--- config.mk ---
export PLATFORM = sky130hd
export DESIGN_NAME = eu_iqueue
export DESIGN_NICKNAME = d
export VERILOG_FILES = /design/src/rtl/eu_iqueue.sv
export SDC_FILE = /design/constraint.sdc
export NUM_CORES = 1
export LEC_CHECK = 0
export ABC_AREA = 1
export CAP_MARGIN = 20
export CORE_MARGIN = 3
export CORE_UTILIZATION = 58
export CTS_CLUSTER_DIAMETER = 30
export DETAILED_ROUTE_END_ITERATION = 16
export GPL_ROUTABILITY_DRIVEN = 0
export GPL_TIMING_DRIVEN = 0
export PLACE_DENSITY = 0.88
export SYNTH_ARGS = -nofsm -noshare
export SYNTH_HDL_FRONTEND = slang
export SYNTH_SLANG_ARGS = --single-unit
export TNS_END_PERCENT = 30
--- constraint.sdc ---
create_clock -name i_clk -period 3 [get_ports i_clk]
set_input_delay 0.6 -clock i_clk [delete_from_list [all_inputs] [get_ports i_clk]]
set_output_delay 0.6 -clock i_clk [all_outputs]
set_load 0.005 [all_outputs]
--- src/rtl/eu_iqueue.sv ---
// Instruction types shared by dispatch and the exec units, followed by the
// per-exec-unit in-order issue queue with compare-flag hazard hold.
package pkg_dtypes;

  typedef enum logic [1:0] {
    EXEC_UNIT     = 2'd0,
    EXEC_UNIT_CMP = 2'd1,
    LDR_STR       = 2'd2,
    BRANCH        = 2'd3
  } type_exec;

  typedef struct packed {
    type_exec   exec_type;
    logic [3:0] op;
  } type_opcode;

  typedef struct packed {
    logic [7:0] spec;
    logic [3:0] rd;
  } type_operand;

  typedef struct packed {
    type_opcode  opcode;
    type_operand opd;
  } type_iqueue_entry;

endpackage

module eu_iqueue
  import pkg_dtypes::*;
#(
  parameter int LOG2_DEPTH = 3
) (
  input  logic                          i_clk,
  input  logic                          i_nrst,
  input  logic                          i_flush,
  input  logic                          i_enq_valid,
  output logic                          o_enq_ready,
  input  logic [$bits(type_iqueue_entry)-1:0] i_enq_entry,
  output logic                          o_deq_valid,
  input  logic                          i_deq_ready,
  output logic [$bits(type_iqueue_entry)-1:0] o_deq_entry,
  input  logic                          i_cmp_done,
  output logic [LOG2_DEPTH:0]           o_count,
  output logic                          o_full,
  output logic                          o_empty,
  output logic                          o_err_illegal
);

  localparam int DEPTH = 2 ** LOG2_DEPTH;
  localparam logic [LOG2_DEPTH:0] DEPTH_CNT = (LOG2_DEPTH + 1)'(DEPTH);

  type_iqueue_entry        r_mem [DEPTH];
  logic [LOG2_DEPTH-1:0]   r_rd_ptr;
  logic [LOG2_DEPTH-1:0]   r_wr_ptr;
  logic [LOG2_DEPTH:0]     r_count;
  logic                    r_cmp_pending;
  logic                    r_err_illegal;

  type_iqueue_entry        w_enq_entry;
  type_iqueue_entry        w_head;
  logic                    w_enq_legal;
  logic                    w_enq_fire;
  logic                    w_store;
  logic                    w_deq_fire;
  logic                    w_head_cmp;

  assign w_enq_entry = type_iqueue_entry'(i_enq_entry);
  assign w_head      = r_mem[r_rd_ptr];
  assign w_head_cmp  = (w_head.opcode.exec_type == EXEC_UNIT_CMP);
  assign w_enq_legal = (w_enq_entry.opcode.exec_type == EXEC_UNIT) ||
                       (w_enq_entry.opcode.exec_type == EXEC_UNIT_CMP);

  assign o_full      = (r_count == DEPTH_CNT);
  assign o_empty     = (r_count == '0);
  assign o_count     = r_count;
  assign o_enq_ready = !o_full;
  assign o_deq_valid = !o_empty && !(w_head_cmp && r_cmp_pending);
  assign o_deq_entry = w_head;
  assign o_err_illegal = r_err_illegal;

  // A flush cycle still handshakes on the ports but nothing takes effect.
  assign w_enq_fire = i_enq_valid && o_enq_ready && !i_flush;
  assign w_store    = w_enq_fire && w_enq_legal;
  assign w_deq_fire = o_deq_valid && i_deq_ready && !i_flush;

  always_ff @(posedge i_clk) begin
    if (w_store) begin
      r_mem[r_wr_ptr] <= w_enq_entry;
    end
  end

  always_ff @(posedge i_clk or negedge i_nrst) begin
    if (!i_nrst) begin
      r_rd_ptr      <= '0;
      r_wr_ptr      <= '0;
      r_count       <= '0;
      r_err_illegal <= 1'b0;
    end else if (i_flush) begin
      r_rd_ptr      <= '0;
      r_wr_ptr      <= '0;
      r_count       <= '0;
      r_err_illegal <= 1'b0;
    end else begin
      if (w_store) begin
        r_wr_ptr <= r_wr_ptr + 1'b1;
      end
      if (w_deq_fire) begin
        r_rd_ptr <= r_rd_ptr + 1'b1;
      end
      if (w_store && !w_deq_fire) begin
        r_count <= r_count + 1'b1;
      end else if (!w_store && w_deq_fire) begin
        r_count <= r_count - 1'b1;
      end
      r_err_illegal <= w_enq_fire && !w_enq_legal;
    end
  end

  // The in-flight compare survives a flush, so only reset clears the hazard.
  always_ff @(posedge i_clk or negedge i_nrst) begin
    if (!i_nrst) begin
      r_cmp_pending <= 1'b0;
    end else if (w_deq_fire && w_head_cmp) begin
      r_cmp_pending <= 1'b1;
    end else if (i_cmp_done) begin
      r_cmp_pending <= 1'b0;
    end
  end

endmodule

==> results by group <==
Finish
  • Syn-to-layout area delta: 22.69%
  • # nets final: 634
  • Fraction of layout cells with a size suffix above 1: 0.1440
  • Finished Cell Area: 7828 µm²
  • Inserted Diodes: 0

Critical path
  • CP arrival: 2450 ps
  • WS Path Type: register to output pin
  • CP max FO: 10
  • Kind of end point of the critical path: output pin
  • CP Launch Type: register
  • Crit. Startpoint: r_rd_ptr[0]
  • RR Startpoint: r_rd_ptr[0]
  • Required @ worst endpoint: 2400 ps

Floorplanning
  • Initial Util: 0.6071
  • Chip Height: 110.9 µm
  • Die area: 12290 µm²
  • Core ar.: 10510 µm²
  • Row cnt: 37
  • Die Width: 110.9 µm
  • # IOs: 51

Synthesis
  • Mapped cell area: 6380 µm²
  • Post-synthesis cell type count: 28
  • Cells after synthesis: 527
  • Net Count, Synth: 556
  • Sequential area share after synthesis: 0.7248
  • Synth top area cells: edfxtp_1 (68%), nor2_1 (7.1%), o21ai_0 (5.5%), dfrtp_1 (4.7%), nand2_1 (2.5%)
  • Seq cells post-synth: 156
  • Mean Syn Cell Area: 12.11 µm²
  • Yosys top cell area share: 0.6778
  • Ys Warns: 0
  • Area leader, netlist: edfxtp_1

Timing
  • Crit path time final: 3049 ps
  • Final Skew: 8.233 ps
  • Fmax: 328.0 MHz
  • Tcrit/Tclk final: 1.016
  • RSZ-0062 raised after global routing: true
  • Final worst slack: -48.75 ps
  • Final hold vios: 0
  • Setup TNS: -48.75 ps
  • Slew Limit Headroom: 0.5068
  • # setup viols final: 1
  • Max Slew Vio Count: 0
  • Worst Tran Pin Value: 735.8 ps

Global routing
  • First-pass GRT wire length: 25270 µm
  • Global Route Usage Sum: 0.2745
  • Largest net degree at the start of global routing: 17
  • Number of global-route vias before repair: 4662
  • Total gr overflow: 0
  • Initial antenna violation count: 0

Placed design
  • Port Buffers: 50
  • Post-DP HPWL: 9998 µm
  • Dpl cell area: 7196 µm²

Clock tree
  • Root buffer cell: clkbuf_8
  • Largest buffer count on any clock path: 2
  • TritonCTS clock tree: done
  • H-tree depth: 4
  • Worst-path clk slew: 70 ps
  • Skew-Pair Late Insertion Delay: 540 ps
  • Hold-fix buffers at CTS: 0
  • Cts bufs inserted: 17
  • CTS Sinks: 156
  • Post-CTS setup buffer count: 0

Pwr
  • Flop pwr share: 0.391
  • Leak: 2.910 nW
  • Combinational share of power: 0.276
  • Power Dens Cells: 807.6 nW/µm²
  • Switching pwr: 1.991 mW
  • Clk pwr share: 0.333
  • Worst vdd ir: 0.0006106 V
  • Switching fraction of total power: 0.3150
  • Internal power: 4.330 mW

Routing
  • DR vias: 4594
  • Post-DR wirelength/cell: 21.86 µm
  • DR vias/cell: 6.093
  • Final antenna-violating net count: 0
  • Drt first pass iters: 5
  • DRT Wirelength: 16480 µm
  • Initial DRC count: 571
  • Drc violations: 0

Min path
  • Worst Hold Class: input pin to async pin

Outcome
  • Status: finished with violations
  • Failing checks: setup timing

Job
  • Max Cap Viol: 0
-- flip-flops by register name, indices dropped and copies added (netlist names) --
signal         count
r_rd_ptr           3
r_mem            144
r_cmp_pending      1
o_count            4
r_wr_ptr           3
o_err_illegal      1
-- synthesized netlist by cell type --
library cell  count
buf_4             1
nor2_4            1
nand4_2           1
o22ai_1          17
buf_2             3
inv_1            34
nand2_4           2
nand3b_1          1
nor2_1          121
clkbuf_1         19
a31oi_1          16
nand4_1           1
nand3_1          19
inv_2             2
nand2_2           2
nand2_1          43
nand3_4           2
fa_1              1
xnor2_1           2
edfxtp_1        144
ha_1              4
xor2_1            2
buf_1             1
nor3_1            2
o21ai_0          70
a21oi_1           2
buf_6             2
dfrtp_1          12
-- power groups by stage --
| stage | Clock (mW) | Sequential (mW) | Combinational [mW] |
|---|---|---|---|
| floorplan | 0 | 2.51 | 0.917 |
| global placement | 0 | 2.51 | 1.58 |
| detailed placement | 0 | 2.52 | 1.67 |
| CTS | 2.09 | 2.47 | 1.71 |
| global route | 2.19 | 2.48 | 1.88 |
| finish | 2.10 | 2.47 | 1.74 |
-- critical path, stage by stage (launching register included) --
cell and delay, ps:
dfrtp_1 400, buf_6 150, inv_2 70, buf_8 130, buf_8 140, clkbuf_8 180, nor2_1 60, o22ai_1 180
nor2_1 60, a31oi_1 240, dlygate4sd2_1 270
-- cells in the final DEF (no fill, tap or decap), types with 16 or more instances in the layout --
cell type	Yosys	routed
o21ai_0	70	69
nand2_1	43	43
clkbuf_16	0	16
nor2_1	121	115
o22ai_1	17	17
inv_1	34	34
clkdlybuf4s50_1	0	33
edfxtp_1	144	144
a31oi_1	16	16
nand3_1	19	19
-- area by class of cell --
type	count	area, µm²
buffer	26	212.7
clock buffer	17	414.1
clock inverter	15	162.7
fill	587	2681
inverter	36	137.6
multi-input combinational	309	1531
sequential	156	4624
tap	136	170.2
timing repair buffer	59	574.3
-- stage by stage --
step / power, mW / hold WS [ps] / setup WS, ps / utilization / instances
floorplan: 3.429 / 304.4 / 61.60 / - / 527
global placement: 4.091 / 520.5 / -1642 / 0.6709 / 713
detailed placement: 4.188 / 537.1 / -393.5 / 0.6847 / 722
CTS: 6.271 / 442.3 / 8.423 / 0.7456 / 754
global route: 6.548 / 475.7 / -61.45 / 0.7449 / 754
finish: 6.321 / 442.3 / -48.75 / 0.7449 / 754
-- path summary, 6_finish.rpt --
kind                                    to  slack [ps]  cells past startpoint
setup / recovery           o_deq_entry[14]         -50                     10
hold / removal                 r_rd_ptr[2]         440                      1
setup reg to reg                o_count[3]         400                     19
hold reg to reg                 o_count[0]         550                      2
max in group asynchronous      r_wr_ptr[1]        2160                      1
min in group i_clk              o_count[0]         550                      2
-- kinds of logic (layout without fill, tap and decap cells) --
family / Yosys count / in the layout / share of synthesized area
AOI/OAI and AO/OA: 105 / 105 / 0.08884
xor gates and xnor gates: 4 / 4 / 0.005492
adders and majority gates: 5 / 5 / 0.01098
buffers and inverters: 62 / 153 / 0.04001
DFF: 156 / 156 / 0.7248
and+or+nand+nor: 195 / 195 / 0.1298
-- per-layer routing --
metal	routed length (µm)	part of all wire	GRT usage
met5	0	0	0
met4	655	0.040	0.1461
met3	1394	0.085	0.05568
met2	8279	0.50	0.4579
met1	6154	0.37	0.3386
-- timing repair --
item | CTS | global route
gates resized for setup | 52 | 30
pin swaps | 1 | 3
endpoints found under the setup margin | 16 | 23
Power figures use the tool's default switching activity.
